[src/rtl/display_pkg.sv]
// display_pkg: shared definitions for the seven-segment display path
// (scanner, anode decoder, segment decoder).
//   NUM_DIGITS  - digits on the display
//   DIGIT_W     - width of a digit index
//   NIBBLE_W    - width of one hex digit
//   digit_idx_t - digit index type (anode decoder switch_in)
//   nibble_t    - hex digit type (segment decoder input)
package display_pkg;

  localparam int unsigned NUM_DIGITS = 4;
  localparam int unsigned DIGIT_W    = 2;
  localparam int unsigned NIBBLE_W   = 4;

  typedef logic [DIGIT_W-1:0]  digit_idx_t;
  typedef logic [NIBBLE_W-1:0] nibble_t;

endpackage

[src/rtl/refresh_prescaler.sv]
// refresh_prescaler: free-running modulo-REFRESH_DIV counter.
//   REFRESH_DIV - cycles per tick period (>= 2)
//   clk         - system clock
//   reset       - synchronous active-high reset, counter returns to 0
//   tick        - high during the last cycle of each period (count == REFRESH_DIV-1)
module refresh_prescaler #(
  parameter int unsigned REFRESH_DIV = 100_000
) (
  input  logic clk,
  input  logic reset,
  output logic tick
);

  localparam int unsigned CNT_W = $clog2(REFRESH_DIV);
  localparam logic [CNT_W-1:0] CNT_LAST = CNT_W'(REFRESH_DIV - 1);

  logic [CNT_W-1:0] cnt_q;
  logic [CNT_W-1:0] cnt_d;

  always_comb begin
    tick  = (cnt_q == CNT_LAST);
    cnt_d = tick ? '0 : cnt_q + CNT_W'(1);
  end

  always_ff @(posedge clk) begin
    if (reset) begin
      cnt_q <= '0;
    end else begin
      cnt_q <= cnt_d;
    end
  end

endmodule

[src/rtl/display_scanner.sv]
// display_scanner: time-multiplexing scanner for a 4-digit seven-segment display.
// Holds a double-buffered 16-bit hex value and steps the active digit every
// REFRESH_DIV cycles. New values are committed only at frame boundaries.
//   REFRESH_DIV - cycles each digit is held (>= 2)
//   clk         - system clock
//   reset       - synchronous active-high reset
//   value_in    - value to display, digit k = value_in[4k+3:4k]
//   load        - capture value_in into the pending buffer (last one wins)
//   load_ack    - one-cycle pulse when the pending value becomes displayed
//   digit_sel   - active digit index (anode decoder)
//   nibble      - hex value of the active digit (segment decoder)
//   blank       - active digit must be dark
//   frame_start - first cycle of each digit-0 dwell
// Build option: LEADING_ZERO_BLANK_EN blanks leading zero digits (digit 0 never).
module display_scanner
  import display_pkg::*;
#(
  parameter int unsigned REFRESH_DIV = 100_000
) (
  input  logic                clk,
  input  logic                reset,
  input  logic [15:0]         value_in,
  input  logic                load,
  output logic                load_ack,
  output digit_idx_t          digit_sel,
  output nibble_t             nibble,
  output logic                blank,
  output logic                frame_start
);

  logic        tick;
  logic        commit;

  digit_idx_t  digit_sel_q,   digit_sel_d;
  logic [15:0] active_q,      active_d;
  logic [15:0] pending_q,     pending_d;
  logic        pending_v_q,   pending_v_d;
  logic        load_ack_q,    load_ack_d;
  logic        frame_start_q, frame_start_d;

  refresh_prescaler #(
    .REFRESH_DIV (REFRESH_DIV)
  ) u_prescaler (
    .clk   (clk),
    .reset (reset),
    .tick  (tick)
  );

  always_comb begin
    commit        = tick && (digit_sel_q == digit_idx_t'(NUM_DIGITS - 1)) && pending_v_q;
    digit_sel_d   = tick ? digit_sel_q + digit_idx_t'(1) : digit_sel_q;
    active_d      = commit ? pending_q : active_q;
    pending_d     = load ? value_in : pending_q;
    // A load in the commit cycle re-arms the buffer for the next frame.
    pending_v_d   = load | (pending_v_q & ~commit);
    load_ack_d    = commit;
    // Registered form of (digit_sel == 0 && cnt == 0): the cycle after the
    // last tick of digit 3, so the prescaler count need not be exported.
    frame_start_d = tick && (digit_sel_q == digit_idx_t'(NUM_DIGITS - 1));
  end

  always_ff @(posedge clk) begin
    if (reset) begin
      digit_sel_q   <= '0;
      active_q      <= '0;
      pending_q     <= '0;
      pending_v_q   <= 1'b0;
      load_ack_q    <= 1'b0;
      frame_start_q <= 1'b1;
    end else begin
      digit_sel_q   <= digit_sel_d;
      active_q      <= active_d;
      pending_q     <= pending_d;
      pending_v_q   <= pending_v_d;
      load_ack_q    <= load_ack_d;
      frame_start_q <= frame_start_d;
    end
  end

  always_comb begin
    digit_sel   = digit_sel_q;
    load_ack    = load_ack_q;
    frame_start = frame_start_q;
    nibble      = nibble_t'(active_q >> {digit_sel_q, 2'b00});
`ifdef LEADING_ZERO_BLANK_EN
    // Shifting out the lower digits leaves zero exactly when this digit and
    // every more significant one are zero.
    blank       = (digit_sel_q != '0) && ((active_q >> {digit_sel_q, 2'b00}) == '0);
`else
    blank       = 1'b0;
`endif
  end

endmodule

[config.mk]
export PLATFORM = sky130hd
export DESIGN_NAME = display_scanner
export DESIGN_NICKNAME = d
export VERILOG_FILES = /design/src/rtl/display_pkg.sv /design/src/rtl/refresh_prescaler.sv /design/src/rtl/display_scanner.sv
export SDC_FILE = /design/constraint.sdc
export NUM_CORES = 1
export LEC_CHECK = 0
export BUFFER_PORTS_ARGS = -buffer_cell sky130_fd_sc_hd__buf_4
export CAP_MARGIN = 20
export CELL_PAD_IN_SITES_DETAIL_PLACEMENT = 1
export CELL_PAD_IN_SITES_GLOBAL_PLACEMENT = 1
export CORE_MARGIN = 1.5
export CORE_UTILIZATION = 43
export CTS_CLUSTER_SIZE = 25
export DETAILED_ROUTE_END_ITERATION = 10
export MAX_ROUTING_LAYER = met4
export PLACE_DENSITY = 0.81
export SLEW_MARGIN = 10
export SYNTH_ARGS = -nofsm -noshare
export SYNTH_HDL_FRONTEND = slang
export SYNTH_SLANG_ARGS = --single-unit
[constraint.sdc]
create_clock -name clk -period 4.28 [get_ports clk]
set_input_delay 0.642 -clock clk [delete_from_list [all_inputs] [get_ports clk]]
set_output_delay 0.642 -clock clk [all_outputs]
set_load 0.01 [all_outputs]
* After elaboration in Yosys (flattened, before gate mapping)
Index checks and enable logic that the tools add are counted.
** Word-level totals
- Register bits after elaboration :: 54
- Bits of input ports :: 19
- Word-level logic and storage cells :: 18
** Cells by class
- $add $sub $neg :: 2
- Equality and inequality tests :: 2
- Shift operators :: 1
- Bitwise operators :: 3
- Reduce and logical (&&, ||, !) cells :: 3
** Operators with widths (number)
- 17-bit by 1-bit adder with 17-bit output (second input constant) :: 1
- 17-bit equality test (second input constant) :: 1
- 16-bit by 4-bit >> shifter with 4-bit output :: 1
- 2-bit by 1-bit adder with 2-bit output (second input constant) :: 1
- 2-bit equality test (second input constant) :: 1
- 1-bit logical AND :: 2
- 2-bit OR reduction :: 1
- 1-bit bitwise AND :: 1
- 1-bit NOT :: 1
- 1-bit OR :: 1

* Logic depth before layout (Yosys ltp)
- Depth after elaboration :: 6
- Mapped depth :: 7
- Gate-level depth less buffers :: 5

* By module
Synthesis repeated with hierarchy kept, for this count alone.
** Unflattened totals
- Cell total of the unflattened synthesis :: 230
- Area, all modules :: 2364.8 um^2
** Modules (own cells, without submodules)
- display_scanner :: instances 1, cells an instance 142, area an instance 1567.8 um^2
- refresh_prescaler :: instances 1, cells an instance 88, area an instance 797.0 um^2

* Worst setup path before layout
No wires, ideal clock.
- Path kind :: register to output
- Start point :: register digit_sel_q[0] (netlist: digit_sel[0])
- End point :: output nibble[0]
- Data arrival time :: 1.254 ns
- Slack :: 2.384 ns
- Cell stages (with the launch flop) :: 3
- Path buffers :: 1
- Cell sequence :: dfxtp_1 -> clkbuf_1 -> mux4_2
** On the way
- Cells in the longest elaborated chain, start to end :: 1
** RTL lines
- start, declared :: RTL line display_scanner.sv:34 : digit_idx_t digit_sel_q, digit_sel_d;
- start signal, assigned :: RTL line display_scanner.sv:71 : digit_sel_q <= digit_sel_d;
- 16-bit by 4-bit >> shifter with 4-bit output :: RTL line display_scanner.sv:84 : nibble = nibble_t'(active_q >> {digit_sel_q, 2'b00});
- end, declared :: RTL line display_scanner.sv:26 : output nibble_t nibble,
No other way between the ends.

* Worst setup path after layout
- Start point :: register u_prescaler.cnt_q[5]
- End point :: register u_prescaler.cnt_q[3]
** On the way
- Cells in the longest elaborated chain, start to end :: 2
** RTL lines
- start, declared :: RTL line refresh_prescaler.sv:17 : logic [CNT_W-1:0] cnt_q;
- start signal, assigned :: RTL line refresh_prescaler.sv:29 : cnt_q <= cnt_d;
- 17-bit equality test :: RTL line refresh_prescaler.sv:21 : tick = (cnt_q == CNT_LAST);
- 2-bit OR reduction (no line)
No other way between the ends.
A chain may end at the register's enable or synchronous reset.

==> impl_metrics.env <==
export IMPL_utilization_pct=50.5
export IMPL_seqPwrFrac_pct=56.7
export IMPL_drv_cap=0
export IMPL_cts_buffers=5
export IMPL_place_congestion=0.804
export IMPL_worstHoldPathType="reg -> reg"
export IMPL_firstDrtPassIters=4
export IMPL_ys_seq_area_share_pct=46.8
export IMPL_clockBufferDepth=2
export IMPL_worst_pin_slew_ns=0.941
export IMPL_synth_top_area_share_pct=46.8
export IMPL_coreArea_um2=5140
export IMPL_crit_fanout=22
export IMPL_layout_setup_ws_ns=1.95
export IMPL_fillers=619
export IMPL_grt_pass1_vias=1763
export IMPL_rsz0062_at_grt="false"
export IMPL_drtIter0Drc=120
export IMPL_final_nets=280
export IMPL_insertion_delay_ns=0.31
export IMPL_wirelength_um=5100
export IMPL_cts_resized=0
export IMPL_drcViolationCount=0
export IMPL_yosys_warnings=0
export IMPL_synth_compound_area_share_pct=9.32
export IMPL_vias_per_cell=5.48
export IMPL_ctsHoldBuffers=0
export IMPL_p_comb_share_pct=5.1
export IMPL_antenna_cells=0
export IMPL_cp_data_arrival_time_ns=2.51
export IMPL_netlist_area_um2=2310
export IMPL_cts_root_buffer="clkbuf_8"
export IMPL_switchingPower_uw=207
export IMPL_area_growth_pct=12.5
export IMPL_die_h_um=76.3
export IMPL_row_count=26
export IMPL_synthMostInstantiatedCell="dfxtp_1"
export IMPL_synth_flop_cell="dfxtp_1"
export IMPL_dpl_worst_slack_ns=1.95
export IMPL_ant_nets=0
export IMPL_synth_fa_ha_area_share_pct=1.08
export IMPL_clockPowerShare_pct=38.2
export IMPL_async_flop_share_pct=0
export IMPL_cts_tree="built"
export IMPL_end_kind="flop"
export IMPL_synth_avg_cell_area_um2=9.42
export IMPL_grt_overflow=0
export IMPL_netlist_top_cell_by_area="dfxtp_1"
export IMPL_skew_ns=0.0127
export IMPL_path_class="reg -> reg"
export IMPL_r2r_setup_slack_ns=1.95
export IMPL_drive_above_1_share_pct=16.2
export IMPL_fin_crit_ns=2.33
export IMPL_cts_htree_levels=2
export IMPL_status="complete, no violations"
export IMPL_routedWlPerCell_um=15.4
export IMPL_p_int_uw=715
export IMPL_grt_use_total_pct=18.6
export IMPL_required_ns=4.46
export IMPL_p_per_area_nw_per_um2=355
export IMPL_relSlewSlack_pct=37.0
export IMPL_synth_area_mux_share_pct=10.8
export IMPL_port_buffers=26
export IMPL_grt_pass1_wl_um=8540
export IMPL_grt_max_degree=39
export IMPL_holdWs_ns=0.474
export IMPL_antenna_found_initial=0
export IMPL_slew_viol_final=0
export IMPL_synth_nets=266
export IMPL_synth_cell_types=34
export IMPL_synth_area_leaders="dfxtp_1 47%, mux2i_1 6.9%, nand4_1 6.2%, nor2_1 5.2%, a21oi_1 4.6%"
export IMPL_setup_worst_path_start_class="flop"
export IMPL_synth_simple_area_share_pct=20.9
export IMPL_chipWidth_um=76.3
export IMPL_clk_transition_reported_paths_ns=0.10
export IMPL_p_sw_share_pct=22.4
export IMPL_p_leak_uw=0.000954
export IMPL_post_cts_buffers=0
export IMPL_io_pins=28
export IMPL_place_hpwl_um=3400
export IMPL_die_area_um2=5820
export IMPL_timing_fmax_mhz=429
export IMPL_irDropWorstVdd_v=0.000135
export IMPL_yosys_top_cells_count="54 x dfxtp_1, 32 x nor2_1, 23 x nand4_1"
export IMPL_syn_inst=245
export IMPL_num_vias=1809
export IMPL_hold_violations=0
export IMPL_fin_crit_sh_pct=54.5
export IMPL_synth_xor_area_share_pct=4.93
export IMPL_setup_viol=0
export IMPL_synth_top_family_by_area="simple AND/OR/NAND/NOR gates"
export IMPL_synth_edf_count=0
export IMPL_initial_core_util_pct=44.9
export IMPL_finalSetupTns_ns=0
export IMPL_synth_seq_cells=54
export IMPL_cts_sinks=54
-- worst max-delay path: stages (launching register included) --
cell and delay [ns]:
dfxtp_1 0.44, or4bb_1 0.54, or4_4 0.56, nand2b_1 0.53, nor2_1 0.13
-- cell usage in the layout, fill, tap and decap left out, types with 6 or more instances in the layout --
cell / instances
nand2_1: 6
a21oi_1: 21
dfxtp_1: 54
nand3_1: 7
o21ai_0: 15
buf_4: 27
nor2_1: 32
mux2i_1: 16
xnor2_1: 7
nand4_1: 23
xor2_1: 6
-- per-layer routing --
layer	wire length [um]	track usage, %	up-vias	share of wire (%)
met1	2460	24.2	872	48
met2	2390	29.9	36	47
met5	0	-	-	0
li1	-	-	896	-
met4	53	5.00	0	1.0
met3	195	3.59	5	3.8
-- power by group through the flow --
stage                     combinational (uW)  clock [uW]  sequential (uW)
after floorplan                         32.0           0              531
after global placement                  45.4           0              534
after detailed placement                47.4           0              535
after CTS                               47.7         361              523
after global routing                    52.5         379              525
final                                   46.7         352              523
-- through the flow --
stage | instance area (um2) | total power, uW | cells
floorplan | 2310 | 563 | 245
global placement | 2480 | 579 | 322
detailed placement | 2480 | 582 | 322
CTS | 2600 | 932 | 330
global route | 2600 | 957 | 330
finish | 2600 | 922 | 330
-- registers in the layout, indices dropped and copies added, names as in the netlist --
name	flops
pending_v_q	1
frame_start	1
digit_sel	2
active_q	16
u_prescaler.cnt_q	17
load_ack	1
pending_q	16
-- cell families (layout without fill, tap and decap cells) --
group	after synthesis	in the layout
buffers and inverters	25	40
adders and majority gates	2	2
AOI/OAI and AO/OA	42	42
xor gates and xnor gates	13	13
other	1	1
and+or+nand+nor	88	88
DFF	54	54
muxes	20	20
-- layout make-up --
| type | instances | area, um2 | area share, % |
|---|---|---|---|
| Clock buffer | 5 | 68.8 | 2.65 |
| Tap cell | 70 | 87.6 | 3.37 |
| Inverter | 5 | 18.8 | 0.723 |
| Timing Repair Buffer | 27 | 203 | 7.80 |
| Clock inverter | 3 | 47.5 | 1.83 |
| Multi-Input combinational cell | 166 | 1090 | 42.0 |
| Sequential cell | 54 | 1080 | 41.6 |
-- final timing paths --
check                                       endpoint  depth (start not counted)                  from
worst max-delay path            u_prescaler.cnt_q[3]                          4  u_prescaler.cnt_q[5]
worst min register to register  u_prescaler.cnt_q[0]                          1  u_prescaler.cnt_q[0]
worst min-delay path            u_prescaler.cnt_q[0]                          1  u_prescaler.cnt_q[0]
worst max register to register  u_prescaler.cnt_q[3]                          4  u_prescaler.cnt_q[5]
(Power assumes the default switching activity.)
